==> src/rtl/mini_src_bus_pkg.sv <==
// Shared constants for the Mini-SRC datapath bus: source indices, default sizes
// and the index-width helper used by the bus multiplexer and its interface.
package mini_src_bus_pkg;

  localparam int NSRC_DEFAULT  = 24;
  localparam int WIDTH_DEFAULT = 32;

  localparam int SRC_R0     = 0;
  localparam int SRC_R1     = 1;
  localparam int SRC_R2     = 2;
  localparam int SRC_R3     = 3;
  localparam int SRC_R4     = 4;
  localparam int SRC_R5     = 5;
  localparam int SRC_R6     = 6;
  localparam int SRC_R7     = 7;
  localparam int SRC_R8     = 8;
  localparam int SRC_R9     = 9;
  localparam int SRC_R10    = 10;
  localparam int SRC_R11    = 11;
  localparam int SRC_R12    = 12;
  localparam int SRC_R13    = 13;
  localparam int SRC_R14    = 14;
  localparam int SRC_R15    = 15;
  localparam int SRC_HI     = 16;
  localparam int SRC_LO     = 17;
  localparam int SRC_ZHI    = 18;
  localparam int SRC_ZLO    = 19;
  localparam int SRC_PC     = 20;
  localparam int SRC_MDR    = 21;
  localparam int SRC_INPORT = 22;
  localparam int SRC_C      = 23;

  // A single-source bus still gets a 1-bit index so no port collapses to zero width.
  function automatic int idx_width(input int n);
    return (n > 1) ? $clog2(n) : 1;
  endfunction

endpackage

==> src/rtl/bus_mux_reg_if.sv <==
// Source-side and bus-side signals of the datapath bus multiplexer; the slave
// modport is the multiplexer, the master modport is whoever drives the sources.
interface bus_mux_reg_if
  import mini_src_bus_pkg::*;
#(
  parameter int WIDTH = WIDTH_DEFAULT,
  parameter int NSRC  = NSRC_DEFAULT,
  parameter int CW    = 8
);
  localparam int IW = idx_width(NSRC);

  logic [NSRC*WIDTH-1:0] src_data;
  logic [NSRC-1:0]       src_out;
  logic                  err_clr;
  logic [WIDTH-1:0]      bus_out;
  logic                  bus_valid;
  logic [IW-1:0]         bus_src;
  logic                  conflict;
  logic                  conflict_sticky;
  logic [CW-1:0]         conflict_count;

  modport master (
    output src_data, src_out, err_clr,
    input  bus_out, bus_valid, bus_src, conflict, conflict_sticky, conflict_count
  );

  modport slave (
    input  src_data, src_out, err_clr,
    output bus_out, bus_valid, bus_src, conflict, conflict_sticky, conflict_count
  );

endinterface

==> src/rtl/bus_mux_reg_prio_enc_multi.sv <==
// Lowest-index-wins priority encoder that also flags more than one request.
module prio_enc_multi
  import mini_src_bus_pkg::*;
#(
  parameter int N = NSRC_DEFAULT
) (
  input  logic [N-1:0]            req,
  output logic [idx_width(N)-1:0] idx,
  output logic                    any,
  output logic                    multi
);
  localparam int IW = idx_width(N);

  always_comb begin
    idx = '0;
    for (int i = N - 1; i >= 0; i--) begin
      if (req[i]) begin
        idx = IW'(i);
      end
    end
  end

  assign any = |req;
  // Clearing the lowest set bit leaves something only if two or more were set.
  assign multi = |(req & (req - N'(1)));

endmodule

==> src/rtl/bus_mux_reg.sv <==
// Priority-resolved N-source bus driver with optional output register,
// hold-last-value mode and multiple-driver detection.
module bus_mux_reg
  import mini_src_bus_pkg::*;
#(
  parameter int WIDTH   = WIDTH_DEFAULT,
  parameter int NSRC    = NSRC_DEFAULT,
  parameter int REG_OUT = 1,
  parameter int HOLD    = 1,
  parameter int CW      = 8
) (
  input logic         clock,
  input logic         clear,
  bus_mux_reg_if.slave bus
);
  localparam int IW = idx_width(NSRC);

  logic [IW-1:0]    win_idx;
  logic             any;
  logic             multi;
  logic [WIDTH-1:0] sel_data;
  logic             sel_valid;
  logic [IW-1:0]    sel_idx;
  logic [WIDTH-1:0] hold_reg;
  logic             conflict_reg;
  logic             sticky_reg;
  logic [CW-1:0]    count_reg;

  prio_enc_multi #(.N(NSRC)) u_enc (
    .req   (bus.src_out),
    .idx   (win_idx),
    .any   (any),
    .multi (multi)
  );

  // Data is picked only through the winning enable, so undriven sources never leak.
  always_comb begin
    sel_valid = any;
    sel_idx   = any ? win_idx : '0;
    if (any) begin
      sel_data = bus.src_data[int'(win_idx)*WIDTH +: WIDTH];
    end else if (HOLD != 0) begin
      sel_data = hold_reg;
    end else begin
      sel_data = '0;
    end
  end

  always_ff @(posedge clock) begin
    if (clear) begin
      hold_reg <= '0;
    end else if (sel_valid) begin
      hold_reg <= sel_data;
    end
  end

  always_ff @(posedge clock) begin
    if (clear) begin
      conflict_reg <= 1'b0;
      sticky_reg   <= 1'b0;
      count_reg    <= '0;
    end else begin
      conflict_reg <= multi;
      if (multi) begin
        // An error clear in the same cycle wipes history but still counts this event.
        sticky_reg <= 1'b1;
        if (bus.err_clr) begin
          count_reg <= CW'(1);
        end else if (count_reg != {CW{1'b1}}) begin
          count_reg <= count_reg + CW'(1);
        end
      end else if (bus.err_clr) begin
        sticky_reg <= 1'b0;
        count_reg  <= '0;
      end
    end
  end

  assign bus.conflict        = conflict_reg;
  assign bus.conflict_sticky = sticky_reg;
  assign bus.conflict_count  = count_reg;

  if (REG_OUT != 0) begin : g_reg_out
    logic [WIDTH-1:0] bus_reg;
    logic             valid_reg;
    logic [IW-1:0]    src_reg;

    always_ff @(posedge clock) begin
      if (clear) begin
        bus_reg   <= '0;
        valid_reg <= 1'b0;
        src_reg   <= '0;
      end else begin
        bus_reg   <= sel_data;
        valid_reg <= sel_valid;
        src_reg   <= sel_idx;
      end
    end

    assign bus.bus_out   = bus_reg;
    assign bus.bus_valid = valid_reg;
    assign bus.bus_src   = src_reg;
  end else begin : g_comb_out
    assign bus.bus_out   = clear ? '0 : sel_data;
    assign bus.bus_valid = clear ? 1'b0 : sel_valid;
    assign bus.bus_src   = clear ? '0 : sel_idx;
  end

endmodule

==> src/flat_wrapper.sv <==
// flat-port wrapper written by rule: the top's interface ports become plain ports
module bus_mux_reg_flat import mini_src_bus_pkg::*;
#(
  parameter int WIDTH   = WIDTH_DEFAULT,
  parameter int NSRC    = NSRC_DEFAULT,
  parameter int REG_OUT = 1,
  parameter int HOLD    = 1,
  parameter int CW      = 8
)
  (clock, clear, bus_src_data, bus_src_out, bus_err_clr, bus_bus_out, bus_bus_valid, bus_bus_src, bus_conflict, bus_conflict_sticky, bus_conflict_count);
  bus_mux_reg_if #(.WIDTH(WIDTH), .NSRC(NSRC), .CW(CW)) bus_i ();
  input logic clock;
  input logic clear;
  input wire logic [$bits(bus_i.src_data)-1:0] bus_src_data;
  input wire logic [$bits(bus_i.src_out)-1:0] bus_src_out;
  input wire logic [$bits(bus_i.err_clr)-1:0] bus_err_clr;
  output wire logic [$bits(bus_i.bus_out)-1:0] bus_bus_out;
  output wire logic [$bits(bus_i.bus_valid)-1:0] bus_bus_valid;
  output wire logic [$bits(bus_i.bus_src)-1:0] bus_bus_src;
  output wire logic [$bits(bus_i.conflict)-1:0] bus_conflict;
  output wire logic [$bits(bus_i.conflict_sticky)-1:0] bus_conflict_sticky;
  output wire logic [$bits(bus_i.conflict_count)-1:0] bus_conflict_count;
  assign bus_i.src_data = bus_src_data;
  assign bus_i.src_out = bus_src_out;
  assign bus_i.err_clr = bus_err_clr;
  assign bus_bus_out = bus_i.bus_out;
  assign bus_bus_valid = bus_i.bus_valid;
  assign bus_bus_src = bus_i.bus_src;
  assign bus_conflict = bus_i.conflict;
  assign bus_conflict_sticky = bus_i.conflict_sticky;
  assign bus_conflict_count = bus_i.conflict_count;
  bus_mux_reg #(.WIDTH(WIDTH), .NSRC(NSRC), .REG_OUT(REG_OUT), .HOLD(HOLD), .CW(CW)) u_core (.clock(clock), .clear(clear), .bus(bus_i));
endmodule
==> config.mk <==
export PLATFORM = sky130hd
export DESIGN_NAME = bus_mux_reg_flat
export DESIGN_NICKNAME = d
export VERILOG_FILES = /design/src/rtl/mini_src_bus_pkg.sv /design/src/rtl/bus_mux_reg_if.sv /design/src/rtl/bus_mux_reg_prio_enc_multi.sv /design/src/rtl/bus_mux_reg.sv /design/src/flat_wrapper.sv
export SDC_FILE = /design/constraint.sdc
export NUM_CORES = 1
export LEC_CHECK = 0
export ABC_AREA = 0
export CORE_AREA = 5 5 321 323
export CTS_BUF_LIST = sky130_fd_sc_hd__clkbuf_4 sky130_fd_sc_hd__clkbuf_8 sky130_fd_sc_hd__clkbuf_16
export DETAILED_ROUTE_END_ITERATION = 12
export DIE_AREA = 0 0 326 328
export HOLD_SLACK_MARGIN = 0.15
export PLACE_DENSITY = 0.31
export SLEW_MARGIN = 5
export SYNTH_ARGS = -nofsm -noshare
export SYNTH_HDL_FRONTEND = slang
export SYNTH_SLANG_ARGS = --single-unit
==> constraint.sdc <==
create_clock -name clock -period 4.6 [get_ports clock]
set_input_delay 0.69 -clock clock [delete_from_list [all_inputs] [get_ports clock]]
set_output_delay 0.69 -clock clock [all_outputs]
set_load 0.1 [all_outputs]
==> run_results.csv <==
group,metric,value,unit
clocking,post_cts_buffers,0,
logic_synthesis,syn_nets,2180,
timing,slew_headroom,17.2,%
global_route,grt_pass1_vias,16342,
floorplan,start_util,10.2,%
timing,setup_viol,0,
route,postRouteWirelength,105000,um
floorplan,core_area,0.0996,mm^2
logic_synthesis,synth_top_area_share,15.8,%
clocking,cts_sinks,80,
logic_synthesis,synth_edf_count,0,
timing,fin_crit,4380,ps
logic_synthesis,synth-simple-area-share,24.4,%
power,p_sw,1.47,mW
timing,fin_worst_skew,8.58,ps
logic_synthesis,synth_fa_ha_area_share,0.123,%
power,p_leak,7.60,nW
route,first_iter_violations,794,
logic_synthesis,muxShareOfSynthArea,18.2,%
route,viasPerCell,4.34,
outcome,status,"completed",
logic_synthesis,syn_avg_cell_area,7.34,um^2
clocking,htreeDepth,3,
clocking,hold_buffers,0,
floorplan,die_area,0.107,mm^2
timing,hold_viol_final,0,
critical_path,path_max_fanout,38,
clocking,cts_buffer_depth,2,
global_route,grt_overflow,0,
critical_path,criticalPathCategory,"input port to flop",
power,p_seq_share,21.0,%
power,power.internal,2.25,mW
critical_path,worst_ep_arrival_time,4610,ps
route,firstDrtPassIters,5,
power,netSwitchingFraction,39.5,%
logic_synthesis,syn_area,0.0102,mm^2
logic_synthesis,ys_ff_latch,80,
global_route,grt_antenna_before_repair,31,
placed_design,hpwl,89900,um
timing,setup_tns,0,ps
logic_synthesis,synth_cell_type_count,65,
critical_path,critPathLaunch,"bus_src_out[8]",
min_path,min_from,"u_core.bus.conflict_sticky$_SDFFE_PP0P_",
floorplan,dieWidth,326,um
logic_synthesis,synth_top_family_by_area,"compound AO/OA/AOI/OAI gates",
timing,holdWs,474,ps
timing,period_share,95.2,%
final_layout,drive_gt1_share,8.56,%
clocking,ctsResizeCount,0,
final_layout,area_delta_synth_final,108,%
job,drv_cap,0,
route,routedWlPerCell,29.9,um
critical_path,crit_required,4830,ps
floorplan,fp-row-count,116,
final_layout,final_core_util,21.2,%
clocking,clk_pin_slew,70,ps
power,finalPower,3.72,mW
logic_synthesis,synth_compound_area_share,33.4,%
global_route,grt_max_degree,57,
logic_synthesis,ys_seq_area_share,15.8,%
power,powerDensity,176,mW/mm^2
final_layout,fin_nets,2999,
power,clockPowerShare,23.4,%
logic_synthesis,synthCells,1384,
route,postRouteAntennaNets,0,
timing,max_clock_freq,228,MHz
power,comb_power_share,55.6,%
critical_path,endpoint_kind,"flop",
logic_synthesis,synth_top_cell_by_area,"dfxtp_1",
logic_synthesis,yosys-top-cells-area,"dfxtp_1, mux2i_1, nand2_1",
final_layout,fillCellCount,11155,
floorplan,ioPinCount,843,
timing,rsz0062_at_grt,"false",
clocking,cts_tree,"built",
placed_design,routabilityCongestion,0.860,
floorplan,die_h,328,um
logic_synthesis,synth_warnings,0,
timing,report.final.slew_viol_count,0,
global_route,grt_util_all_layers,18.7,%
critical_path,r2r-start,"u_core.bus.conflict_count[0]$_SDFFE_PP0P_",
route,dr_total_vias,15273,
logic_synthesis,synthFlopType,"dfxtp_1",
clocking,cts_buffers,9,
clocking,cts_root_buffer,"clkbuf_16",
power,ir_worst_vdd,0.194,mV
logic_synthesis,synthXorXnorAreaFrac,0.259,%
critical_path,worstSetupStartpointType,"input port",
placed_design,io_buffers,842,
route,drc,0,
timing,tightest_slew,1240,ps
global_route,grt_pass1_wl,139000,um
logic_synthesis,synthArstFlopShare,0,%
min_path,worst_hold_path_type,"flop to flop",
clocking,clk_latency,380,ps
worst paths after layout:
| check | end | slack (ps) | depth (start not counted) |
|---|---|---|---|
| worst max-delay path | u_core.bus.bus_out[25]$_SDFF_PP0_ | 220 | 11 |
| worst min-delay path | u_core.bus.conflict_sticky$_SDFFE_PP0P_ | 470 | 1 |
| worst max register to register | u_core.bus.conflict_count[0]$_SDFFE_PP0P_ | 2760 | 7 |
| worst min register to register | u_core.bus.conflict_sticky$_SDFFE_PP0P_ | 470 | 1 |
cell usage after synthesis, types with 32 or more instances:
cell type and count:
mux2i_1 159, nand3b_1 35, a32oi_1 61, a221o_1 32, nor2_1 73, clkbuf_1 86
a21oi_1 38, a311oi_1 73, a221oi_1 55, buf_2 38, dfxtp_1 80, nand3_1 107
nand2_1 258, a31oi_1 51
cell families after synthesis:
group                    after synthesis
AO/OA/AOI/OAI                        420
flip-flops                            80
adder cells (fa/ha/maj)                1
multiplexers                         182
AND/OR/NAND/NOR                      537
buffers and inverters                161
XOR/XNOR                               3
cell usage in the layout (no fill, tap or decap), types with 3 or more instances in the layout:
| cell | synthesis | layout |
|---|---|---|
| a211oi_1 | 24 | 24 |
| a21boi_0 | 3 | 3 |
| a21o_1 | 4 | 4 |
| a21oi_1 | 38 | 38 |
| a221o_1 | 32 | 32 |
| a221oi_1 | 55 | 55 |
| a22oi_1 | 6 | 6 |
| a311oi_1 | 73 | 72 |
| a31oi_1 | 51 | 51 |
| a32oi_1 | 61 | 61 |
| buf_12 | 0 | 24 |
| buf_4 | 10 | 97 |
| clkbuf_16 | 0 | 9 |
| clkdlybuf4s50_1 | 0 | 839 |
| dfxtp_1 | 80 | 80 |
| diode_2 | 0 | 17 |
| inv_1 | 8 | 8 |
| mux2_2 | 23 | 23 |
| mux2i_1 | 159 | 159 |
| nand2_1 | 258 | 256 |
| nand3_1 | 107 | 107 |
| nand3b_1 | 35 | 35 |
| nor2_1 | 73 | 66 |
| nor2_4 | 0 | 6 |
| nor2b_1 | 29 | 29 |
| nor3_1 | 9 | 8 |
| nor4_1 | 6 | 6 |
| o2111ai_1 | 30 | 30 |
| o211ai_1 | 5 | 5 |
| o21ai_0 | 8 | 8 |
| o21bai_1 | 5 | 4 |
| or3_1 | 4 | 3 |
| xnor2_1 | 3 | 3 |
power groups by stage:
stage	combinational (mW)	clock [mW]	sequential, mW
2_1_floorplan	0.611	0	1.03
4_1_cts	2.11	0.920	0.781
3_5_place_dp	2.10	0	0.796
6_report	2.07	0.870	0.778
3_3_place_gp	2.10	0	0.796
5_1_grt	2.19	0.935	0.786
cell type report:
cell class	instances	area, um^2	share of cell area (%)
clock inverter	7	101	0.481
inverter	8	30.0	0.142
antenna	17	42.5	0.202
clock buffer	9	225	1.07
sequential	80	1600	7.60
tap	1298	1620	7.70
multi-input combinational	1143	7850	37.2
timing repair buffer	961	9610	45.6
critical path, stage by stage:
cell and delay, ps:
clkdlybuf4s50_1 600, or3_1 400, o2111a_2 350, a2111oi_4 510, buf_12 240, buf_12 230, mux2i_1 500, o2111ai_1 200
a32oi_1 460, buf_4 240, a311oi_1 110
metrics by stage:
step / instances / setup slack [ps] / cell area, um^2
final: 3523 / 220 / 21100
after global routing: 3521 / 64.9 / 21100
after CTS: 3506 / 81.8 / 21000
after detailed placement: 3490 / -325 / 20700
after global placement: 3490 / -365 / 20700
after floorplan: 1384 / 1370 / 10200
routing by layer:
metal	share of wire (%)	vias to the layer above	GRT usage [%]
li1	-	7099	-
met1	37	7393	19.6
met2	54	693	36.5
met3	7.0	78	5.31
met4	1.9	10	4.45
met5	0.065	-	0
Note: power is estimated with default switching activity, not from simulation.
